==> src/rtl/mc_defs_pkg.sv <==
// Shared definitions for the multi-cycle accumulator core: opcodes,
// FSM state encoding, instruction field positions and a counter helper.
package mc_defs;

  // Instruction field positions within the 9-bit instruction word
  localparam int IW     = 9;
  localparam int OP_MSB = 8;
  localparam int OP_LSB = 5;
  localparam int X_MSB  = 4;
  localparam int X_LSB  = 1;
  localparam int T_BIT  = 0;

  // Opcodes; every encoding not listed behaves as a no-op
  localparam logic [3:0] OP_ADD = 4'h0;
  localparam logic [3:0] OP_SUB = 4'h1;
  localparam logic [3:0] OP_AND = 4'h2;
  localparam logic [3:0] OP_XOR = 4'h3;
  localparam logic [3:0] OP_MOV = 4'h4;
  localparam logic [3:0] OP_LDS = 4'h5;
  localparam logic [3:0] OP_BRC = 4'h6;
  localparam logic [3:0] OP_HLT = 4'h7;
  localparam logic [3:0] OP_NOP = 4'h8;

  typedef enum logic [1:0] {
    ST_FETCH = 2'd0,
    ST_EXEC  = 2'd1,
    ST_MEM   = 2'd2,
    ST_HALT  = 2'd3
  } state_e;

  // 16-bit counter increment that sticks at all-ones
  function automatic logic [15:0] sat_inc(input logic [15:0] v);
    return (v == 16'hFFFF) ? v : v + 16'd1;
  endfunction

endpackage

==> src/rtl/mc_core_top_regfile.sv <==
// Register file: one write port, async read of r[x] and of the accumulator r0.
// Indices at or above NREG read as zero and drop writes.
module mc_regfile #(
  parameter int W    = 8,
  parameter int NREG = 16
) (
  input  logic         clk,
  input  logic         start_i,
  input  logic         we_i,
  input  logic [3:0]   waddr_i,
  input  logic [W-1:0] wdata_i,
  input  logic [3:0]   raddr_i,
  output logic [W-1:0] rdata_o,
  output logic [W-1:0] r0_o
);

  localparam int AW = $clog2(NREG);

  logic [W-1:0] regs_q [NREG];

  // Clear on start, otherwise write the addressed register when in range
  // NOTE: this array is cleared by the reset because software relies on every
  // register reading zero after start; larger memories are normally left unreset.
  always_ff @(posedge clk) begin
    if (start_i) begin
      for (int i = 0; i < NREG; i++) regs_q[i] <= '0;
    end else if (we_i && (int'(waddr_i) < NREG)) begin
      regs_q[waddr_i[AW-1:0]] <= wdata_i;
    end
  end

  assign rdata_o = (int'(raddr_i) < NREG) ? regs_q[raddr_i[AW-1:0]] : '0;
  assign r0_o    = regs_q[0];

endmodule

==> src/rtl/mc_core_top.sv <==
// Multi-cycle accumulator core: FETCH/EXEC/MEM/HALT sequencer with external
// instruction ROM, handshaked data memory and saturating cycle/instruction counters.
module mc_core_top
  import mc_defs::*;
#(
  parameter int W    = 8,
  parameter int NREG = 16,
  parameter int PCW  = 10
) (
  input  logic           CLK,
  input  logic           start,
  output logic           halt,
  output logic [PCW-1:0] imem_addr,
  input  logic [IW-1:0]  imem_data,
  output logic           dmem_req,
  output logic           dmem_we,
  output logic [W-1:0]   dmem_addr,
  output logic [W-1:0]   dmem_wdata,
  input  logic [W-1:0]   dmem_rdata,
  input  logic           dmem_ready,
  output logic [15:0]    cycle_ct,
  output logic [15:0]    instr_ct
);

  state_e          state_q;
  logic [PCW-1:0]  pc_q, pc_d;
  logic [IW-1:0]   ir_q;
  logic            z_q, halt_q, req_q, we_q;
  logic [W-1:0]    addr_q, wdata_q;
  logic [15:0]     cyc_q, ins_q;

  logic [3:0]      op, x;
  logic            t;
  logic [W-1:0]    r0, rx, alu_res;
  logic            is_alu, retire;
  logic            rf_we;
  logic [3:0]      rf_waddr;
  logic [W-1:0]    rf_wdata;

  assign op = ir_q[OP_MSB:OP_LSB];
  assign x  = ir_q[X_MSB:X_LSB];
  assign t  = ir_q[T_BIT];

  mc_regfile #(.W(W), .NREG(NREG)) u_rf (
    .clk     (CLK),
    .start_i (start),
    .we_i    (rf_we),
    .waddr_i (rf_waddr),
    .wdata_i (rf_wdata),
    .raddr_i (x),
    .rdata_o (rx),
    .r0_o    (r0)
  );

  // ALU, register-file write selection, next PC and retire detection
  // NOTE: every output of this block gets a default first so no path leaves a
  // signal unassigned, which would otherwise infer a latch.
  always_comb begin
    alu_res  = '0;
    is_alu   = 1'b0;
    rf_we    = 1'b0;
    rf_waddr = 4'd0;
    rf_wdata = '0;
    pc_d     = pc_q + PCW'(1);
    unique case (op)
      OP_ADD:  begin alu_res = r0 + rx; is_alu = 1'b1; end
      OP_SUB:  begin alu_res = r0 - rx; is_alu = 1'b1; end
      OP_AND:  begin alu_res = r0 & rx; is_alu = 1'b1; end
      OP_XOR:  begin alu_res = r0 ^ rx; is_alu = 1'b1; end
      default: ;
    endcase
    if (op == OP_BRC && z_q) pc_d = t ? pc_q - PCW'(x) : pc_q + PCW'(x);
    if (state_q == ST_EXEC) begin
      if (is_alu) begin
        rf_we    = 1'b1;
        rf_wdata = alu_res;
      end else if (op == OP_MOV) begin
        rf_we    = 1'b1;
        rf_waddr = t ? 4'd0 : x;
        rf_wdata = t ? rx : r0;
      end
    end else if (state_q == ST_MEM && dmem_ready && !we_q) begin
      rf_we    = 1'b1;
      rf_waddr = x;
      rf_wdata = dmem_rdata;
    end
    retire = (state_q == ST_EXEC && op != OP_LDS) || (state_q == ST_MEM && dmem_ready);
  end

  // Sequencer: state, PC, IR, Z flag, memory request outputs and counters
  // NOTE: sequential state uses non-blocking assignments so every register
  // samples the pre-edge values regardless of statement order.
  always_ff @(posedge CLK) begin
    if (start) begin
      state_q <= ST_FETCH;
      pc_q    <= '0;
      ir_q    <= '0;
      z_q     <= 1'b0;
      halt_q  <= 1'b0;
      req_q   <= 1'b0;
      we_q    <= 1'b0;
      addr_q  <= '0;
      wdata_q <= '0;
      cyc_q   <= '0;
      ins_q   <= '0;
    end else begin
      if (state_q != ST_HALT) cyc_q <= sat_inc(cyc_q);
      if (retire)             ins_q <= sat_inc(ins_q);
      unique case (state_q)
        ST_FETCH: begin
          ir_q    <= imem_data;
          state_q <= ST_EXEC;
        end
        ST_EXEC: begin
          if (op == OP_LDS) begin
            state_q <= ST_MEM;
            req_q   <= 1'b1;
            we_q    <= t;
            addr_q  <= r0;
            wdata_q <= rx;
          end else if (op == OP_HLT) begin
            state_q <= ST_HALT;
            halt_q  <= 1'b1;
          end else begin
            if (is_alu) z_q <= (alu_res == '0);
            pc_q    <= pc_d;
            state_q <= ST_FETCH;
          end
        end
        ST_MEM: begin
          if (dmem_ready) begin
            req_q   <= 1'b0;
            pc_q    <= pc_q + PCW'(1);
            state_q <= ST_FETCH;
          end
        end
        default: ;
      endcase
    end
  end

  assign halt       = halt_q;
  assign imem_addr  = pc_q;
  assign dmem_req   = req_q;
  assign dmem_we    = we_q;
  assign dmem_addr  = addr_q;
  assign dmem_wdata = wdata_q;
  assign cycle_ct   = cyc_q;
  assign instr_ct   = ins_q;

endmodule

==> config.mk <==
export PLATFORM = sky130hd
export DESIGN_NAME = mc_core_top
export DESIGN_NICKNAME = d
export VERILOG_FILES = /design/src/rtl/mc_defs_pkg.sv /design/src/rtl/mc_core_top_regfile.sv /design/src/rtl/mc_core_top.sv
export SDC_FILE = /design/constraint.sdc
export NUM_CORES = 1
export LEC_CHECK = 0
export CAP_MARGIN = 0
export CORE_MARGIN = 2
export CORE_UTILIZATION = 53
export CTS_CLUSTER_DIAMETER = 60
export DETAILED_ROUTE_END_ITERATION = 6
export PLACE_DENSITY = 0.76
export RECOVER_POWER = 50
export REMOVE_ABC_BUFFERS = 1
export SLEW_MARGIN = 20
export SYNTH_ARGS = -nofsm -noshare
export SYNTH_HDL_FRONTEND = slang
export SYNTH_HIERARCHICAL = 1
export SYNTH_SLANG_ARGS = --single-unit
==> constraint.sdc <==
create_clock -name CLK -period 4.51 [get_ports CLK]
set_clock_uncertainty 0.2 [all_clocks]
set_input_delay 0.6765 -clock CLK [delete_from_list [all_inputs] [get_ports CLK]]
set_output_delay 0.6765 -clock CLK [all_outputs]
set_load 0.01 [all_outputs]
==> run summary, run 1 <==
CTS tree -> built
Initial Util -> 53.6%
Mean post-synth cell area -> 11.0 um^2
Ys async rst share -> 0%
Core Util, Final -> 64.6%
Initial antenna violation count -> 0
Crit Path Max Fanout -> 8
Crit path launch -> ir_q[1]
Hold crit path type -> flip-flop to flip-flop
GRT Total Usage -> 23.2%
Site Rows -> 52
# fillers -> 1604
Via density -> 5.82
Layout cell share with drive strength beyond 1 -> 15.0%
Root Driver -> clkbuf_16
First DRT Iteration DRCs -> 644
Number of synthesized flops with an enable pin -> 128
Remaining antenna violation count -> 0
Failing checks -> capacitance limit, slew limit
Nets -> 1146
Startpoint Class -> flip-flop
Largest net degree at the start of global routing -> 51
Final worst path period need -> 4340 ps
WHS -> 252 ps
CTS Buf Count -> 24
Crit path DAT -> 4410 ps
Reg clk slew, reported paths -> 60 ps
Detailed Route WL -> 25400 um
CP required -> 4580 ps
Slew Limit Fails -> 51
Buffers on Ports -> 80
Register area share after synthesis -> 49.4%
CP Class -> flip-flop to flip-flop
Vias in the first global route -> 7554
Mapped cell area -> 10700 um^2
GPL Wtd Cong -> 0.964
Status -> complete, but fails checks
Hold path start -> dmem_addr[1]
Diode count -> 0
Final Cycle Share -> 96.2%
Synth warn -> 6
Final Hold Fails -> 0
First-pass GRT wire length -> 40100 um
Worst-Skew Late Latency -> 520 ps
Core area -> 20000 um^2
Fmax -> 0.231 GHz
Post-DP HPWL -> 17600 um
Max H-tree Level -> 1
Maximum VDD drop -> 0.331 mV
Main synth FF type -> edfxtp_1
Setup crit end kind -> flip-flop
Post-Syn Instances -> 975
Die Ht -> 146 um
Actual slew at the worst max-slew pin -> 2160 ps
Hold-fix buffers at CTS -> 0
Grt total ovfl -> 0
Power density cells -> 369 nW/um^2
Worst reg2reg startpoint -> ir_q[1]
P_leak -> 4.98 nW
Distinct cells, synth -> 73
IO Pins -> 81
Horiz. Die Dim -> 146 um
Buffer levels on the longest clock path -> 3
Total number of vias -> 8014
Post-synthesis register bit count -> 201
Drt pass-1 iters -> 5
Die area -> 21400 um^2
# DRC -> 0
Fin cells -> 1377
Max-slew headroom -> -43.8%
Placed cell count -> 1323
Max-cap violation count -> 1
Area delta synth->final -> 20.6%
WL per Instance -> 18.4 um
Final setup viols -> 0
Clock Sink Count -> 201
## area by class of cell
class                   count  area (um^2)  share of cell area, %
multi-input cells         710         5250                   40.5
well taps                 270          338                   2.61
flip-flops and latches    201         5310                   41.0
clock buffers              30          643                   4.97
repair buffers            132         1200                   9.24
clock inverters            14          145                   1.12
inverters                  20         75.1                  0.580
## per-layer routing
| layer | vias to the layer above | GRT usage [%] | share of wire, % |
|---|---|---|---|
| met5 | - | 0 | 0 |
| met4 | 0 | 8.69 | 3.5 |
| met3 | 68 | 3.69 | 6.0 |
| met2 | 300 | 38.2 | 48 |
| met1 | 3871 | 31.1 | 43 |
| li1 | 3775 | - | - |
## cells by family after synthesis
kind of cell / count (synthesis) / share of synthesized area [%]
simple gates: 442 / 22.7
flops: 201 / 49.4
compound gates: 128 / 8.12
buf+inv: 65 / 2.55
mux: 63 / 9.63
xor+xnor: 39 / 3.18
fa+ha+maj: 37 / 4.45
## cell usage after synthesis, types with 12 or more instances
cell | count | area, um^2
a21oi_1 | 43 | 215
a22oi_1 | 17 | 128
and2_1 | 135 | 845
buf_2 | 12 | 60.1
clkbuf_1 | 23 | 86.3
dfxtp_1 | 73 | 1460
edfxtp_1 | 128 | 3840
ha_1 | 35 | 438
inv_1 | 19 | 71.3
mux2i_1 | 29 | 290
mux4_2 | 32 | 721
nand2_1 | 73 | 274
nand3_1 | 29 | 145
nor2_1 | 82 | 308
nor3_1 | 20 | 100
o21ai_0 | 15 | 75.1
or2_2 | 20 | 125
or3_1 | 14 | 87.6
xnor2_1 | 18 | 158
xor2_1 | 21 | 184
## final timing paths
path	slack, ps	to	cells after the start
setup / recovery	170	u_rf/regs_q[11][7]	17
hold / removal	250	dmem_addr[1]	2
setup reg to reg	170	u_rf/regs_q[11][7]	17
hold reg to reg	250	dmem_addr[1]	2
## power breakdown
part           switching, mW  internal (mW)  leakage, nW
Clock                  0.764           1.14        0.383
Combinational          0.463          0.364         2.69
Sequential            0.0394           2.01         1.91
## flip-flops by register name, indices dropped and copies added, names as in the netlist
register and flops:
imem_addr 10, cycle_ct 16, ir_q 9, dmem_wdata 8
instr_ct 16, u_rf/regs_q 128, halt 1, dmem_req 1
dmem_we 1, state_q 2, dmem_addr 8, z_q 1
## timing repair
| action | 4_1_cts | 5_1_grt |
|---|---|---|
| gates cloned | 0 | 1 |
| gates resized for setup | 2 | 29 |
| pin swaps | 0 | 11 |
| setup endpoints to repair | 18 | 49 |
| buffers inserted | 0 | 9 |
## cell usage in the layout, fill, tap and decap left out, drive strengths merged, types with 29 or more instances in the layout
master         n
and2         136
edfxtp       128
nor2          86
nand2         75
dfxtp         73
dlygate4sd3   61
a21oi         43
buf           43
clkbuf        40
ha            35
mux4          32
mux2i         29
nand3         29
## critical path: stages, from the launching register on
cell and delay (ps):
dfxtp_4 440, buf_6 120, mux4_2 500, a22oi_2 240, nand2_2 100, inv_2 70, ha_2 260, mux2_4 290
inv_1 60, ha_1 210, nor2b_1 160, o311ai_2 270, buf_4 170, a21oi_2 60, nand4_1 100, nand3_2 150
a221o_4 500, and2_1 170
## metrics by stage
stage	TNS [ps]	power, mW	area (um^2)	setup slack [ps]
3_3_place_gp	0	2.82	12000	32.3
5_1_grt	-373	4.95	13000	-40.3
6_report	0	4.77	13000	174
2_1_floorplan	-61010	2.56	10500	-758
4_1_cts	0	4.74	12800	5.60
3_5_place_dp	-1720	2.84	12000	-133
Power figures use the tool's default switching activity.
==> run 2, diff against run 1 <==
--- a/config.mk
+++ b/config.mk
@@ -8,12 +8,11 @@
 export CAP_MARGIN = 0
 export CORE_MARGIN = 2
 export CORE_UTILIZATION = 53
-export CTS_CLUSTER_DIAMETER = 60
+export CTS_CLUSTER_DIAMETER = 120
 export DETAILED_ROUTE_END_ITERATION = 6
 export PLACE_DENSITY = 0.76
 export RECOVER_POWER = 50
 export REMOVE_ABC_BUFFERS = 1
-export SLEW_MARGIN = 20
 export SYNTH_ARGS = -nofsm -noshare
 export SYNTH_HDL_FRONTEND = slang
 export SYNTH_HIERARCHICAL = 1
==> constraint.sdc (replaced) <==
create_clock -name CLK -period 4.51 [get_ports CLK]
set_clock_uncertainty 0.2 [all_clocks]
set_input_delay 0.902 -clock CLK [delete_from_list [all_inputs] [get_ports CLK]]
set_output_delay 0.902 -clock CLK [all_outputs]
set_load 0.01 [all_outputs]
==> run 2 against run 1 <==
The flow now finishes without violations. Clock-buffer cell count stayed put. Critical path depth is 1 higher. Wire length is 1.4% lower. First-iteration DRC count is 3.6% lower. Combinational power is 1% lower. Via count is 1.6% lower. Final cell count stayed put. Flip-flop and latch count stayed put. Worst setup slack worse by 22 ps. Register-to-register slack worse by 20 ps. Maximum frequency is 0.51% lower. Largest cell class unchanged. Largest power group unchanged.
==> run summary, run 2 (synthesis results as in run 1) <==
Status -> complete, no violations
Layout cell share with drive strength beyond 1 -> 14.0%
Diode count -> 0
Root Driver -> clkbuf_16
Crit Path Max Fanout -> 8
Max-cap violation count -> 0
Initial antenna violation count -> 0
Via density -> 5.73
First-pass GRT wire length -> 39900 um
Hold crit path type -> flip-flop to flip-flop
Max H-tree Level -> 1
Final Cycle Share -> 96.6%
Clock Sink Count -> 201
Area delta synth->final -> 19.5%
Final Hold Fails -> 0
Buffer levels on the longest clock path -> 3
Hold-fix buffers at CTS -> 0
Commonest non-fill, non-tap cell in the layout -> edfxtp_1
Buffers on Ports -> 80
Remaining antenna violation count -> 0
Startpoint Class -> flip-flop
Worst setup margin -> 151 ps
Power density cells -> 357 nW/um^2
# fillers -> 1675
Grt total ovfl -> 0
Worst-Skew Late Latency -> 510 ps
Post-DP HPWL -> 17800 um
CTS Buf Count -> 22
Maximum VDD drop -> 0.354 mV
GRT Total Usage -> 23.0%
Site Rows -> 52
CP required -> 4570 ps
P_leak -> 4.96 nW
Fmax -> 0.229 GHz
Multi-input logic area -> 5190 um^2
DP Area -> 12100 um^2
Fin area -> 12800 um^2
Core area -> 20000 um^2
First DRT Iteration DRCs -> 621
Crit path DAT -> 4420 ps
# DRC -> 0
Place WS -> -141 ps
Initial Util -> 53.6%
GPL Wtd Cong -> 0.961
Slew Limit Fails -> 0
Reg2reg setup slack -> 150 ps
Total number of vias -> 7887
Setup crit end kind -> flip-flop
Horiz. Die Dim -> 146 um
Max-slew headroom -> 27.9%
Final setup viols -> 0
Drt pass-1 iters -> 5
Total power draw -> 4.58 mW
Core Util, Final -> 64.0%
Nets -> 1148
Actual slew at the worst max-slew pin -> 1080 ps
WHS -> 255 ps
Final worst path period need -> 4360 ps
CTS tree -> built
Area taken by flip-flops and latches -> 5310 um^2
Vias in the first global route -> 7587
Largest net degree at the start of global routing -> 63
Reg clk slew, reported paths -> 60 ps
IO Pins -> 81
CP Class -> flip-flop to flip-flop
Die area -> 21400 um^2
Most frequent cells in the layout -> edfxtp_1 (128), and2_1 (126), nor2_1 (85), dfxtp_1 (72), nand2_1 (69)
Detailed Route WL -> 25000 um
WL per Instance -> 18.2 um
Biggest register -> u_rf/regs_q
Die Ht -> 146 um
Max FFs per register -> 128
[run 2: area by class of cell]
| cell class | count | area share [%] |
|---|---|---|
| timing repair buffer | 136 | 9.53 |
| multi-input combinational | 710 | 40.5 |
| sequential | 201 | 41.4 |
| tap | 270 | 2.63 |
| clock inverter | 10 | 0.653 |
| clock buffer | 30 | 4.77 |
| inverter | 20 | 0.585 |
[run 2: final timing paths]
path              cells after the start          from                 end
setup / recovery                     18       ir_q[1]  u_rf/regs_q[12][5]
hold reg to reg                       2  dmem_addr[1]        dmem_addr[1]
hold / removal                        2  dmem_addr[1]        dmem_addr[1]
setup reg to reg                     18       ir_q[1]  u_rf/regs_q[12][5]
[run 2: repair_timing]
action	4_1_cts	5_1_grt
buffers inserted	0	10
endpoints found under the setup margin	26	63
cloned	0	1
pin swaps	0	9
resized for setup	2	20
[run 2: per-stage QoR]
stage	setup TNS, ps	std cells
6_report	0	1377
3_3_place_gp	0	1326
4_1_cts	0	1366
3_5_place_dp	-2040	1326
2_1_floorplan	-61010	930
5_1_grt	-485	1377
[run 2: where the power goes]
group / internal, mW / switching [mW]
Combinational: 0.363 / 0.455
Clock: 1.01 / 0.709
Sequential: 2.01 / 0.0379
[run 2: layer usage]
metal  up-vias  GRT usage (%)  share of wire, %
met5         -              0                 0
met2       245           38.3                48
met4         0           8.35               3.7
li1       3792              -                 -
met3        61           2.81               5.6
met1      3789           31.3                43
[run 2: worst max-delay path, stage by stage, from the launching register on]
cell and delay [ps]:
dfxtp_4 410, buf_4 130, mux4_2 510, a22oi_2 270, nand2_2 120, buf_4 140, buf_4 150, mux2_2 290
inv_1 60, ha_1 210, nor2b_1 140, o311ai_1 300, buf_4 170, buf_4 110, mux2i_1 190, a21o_1 180
o221ai_1 160, buf_4 210, and2_1 150
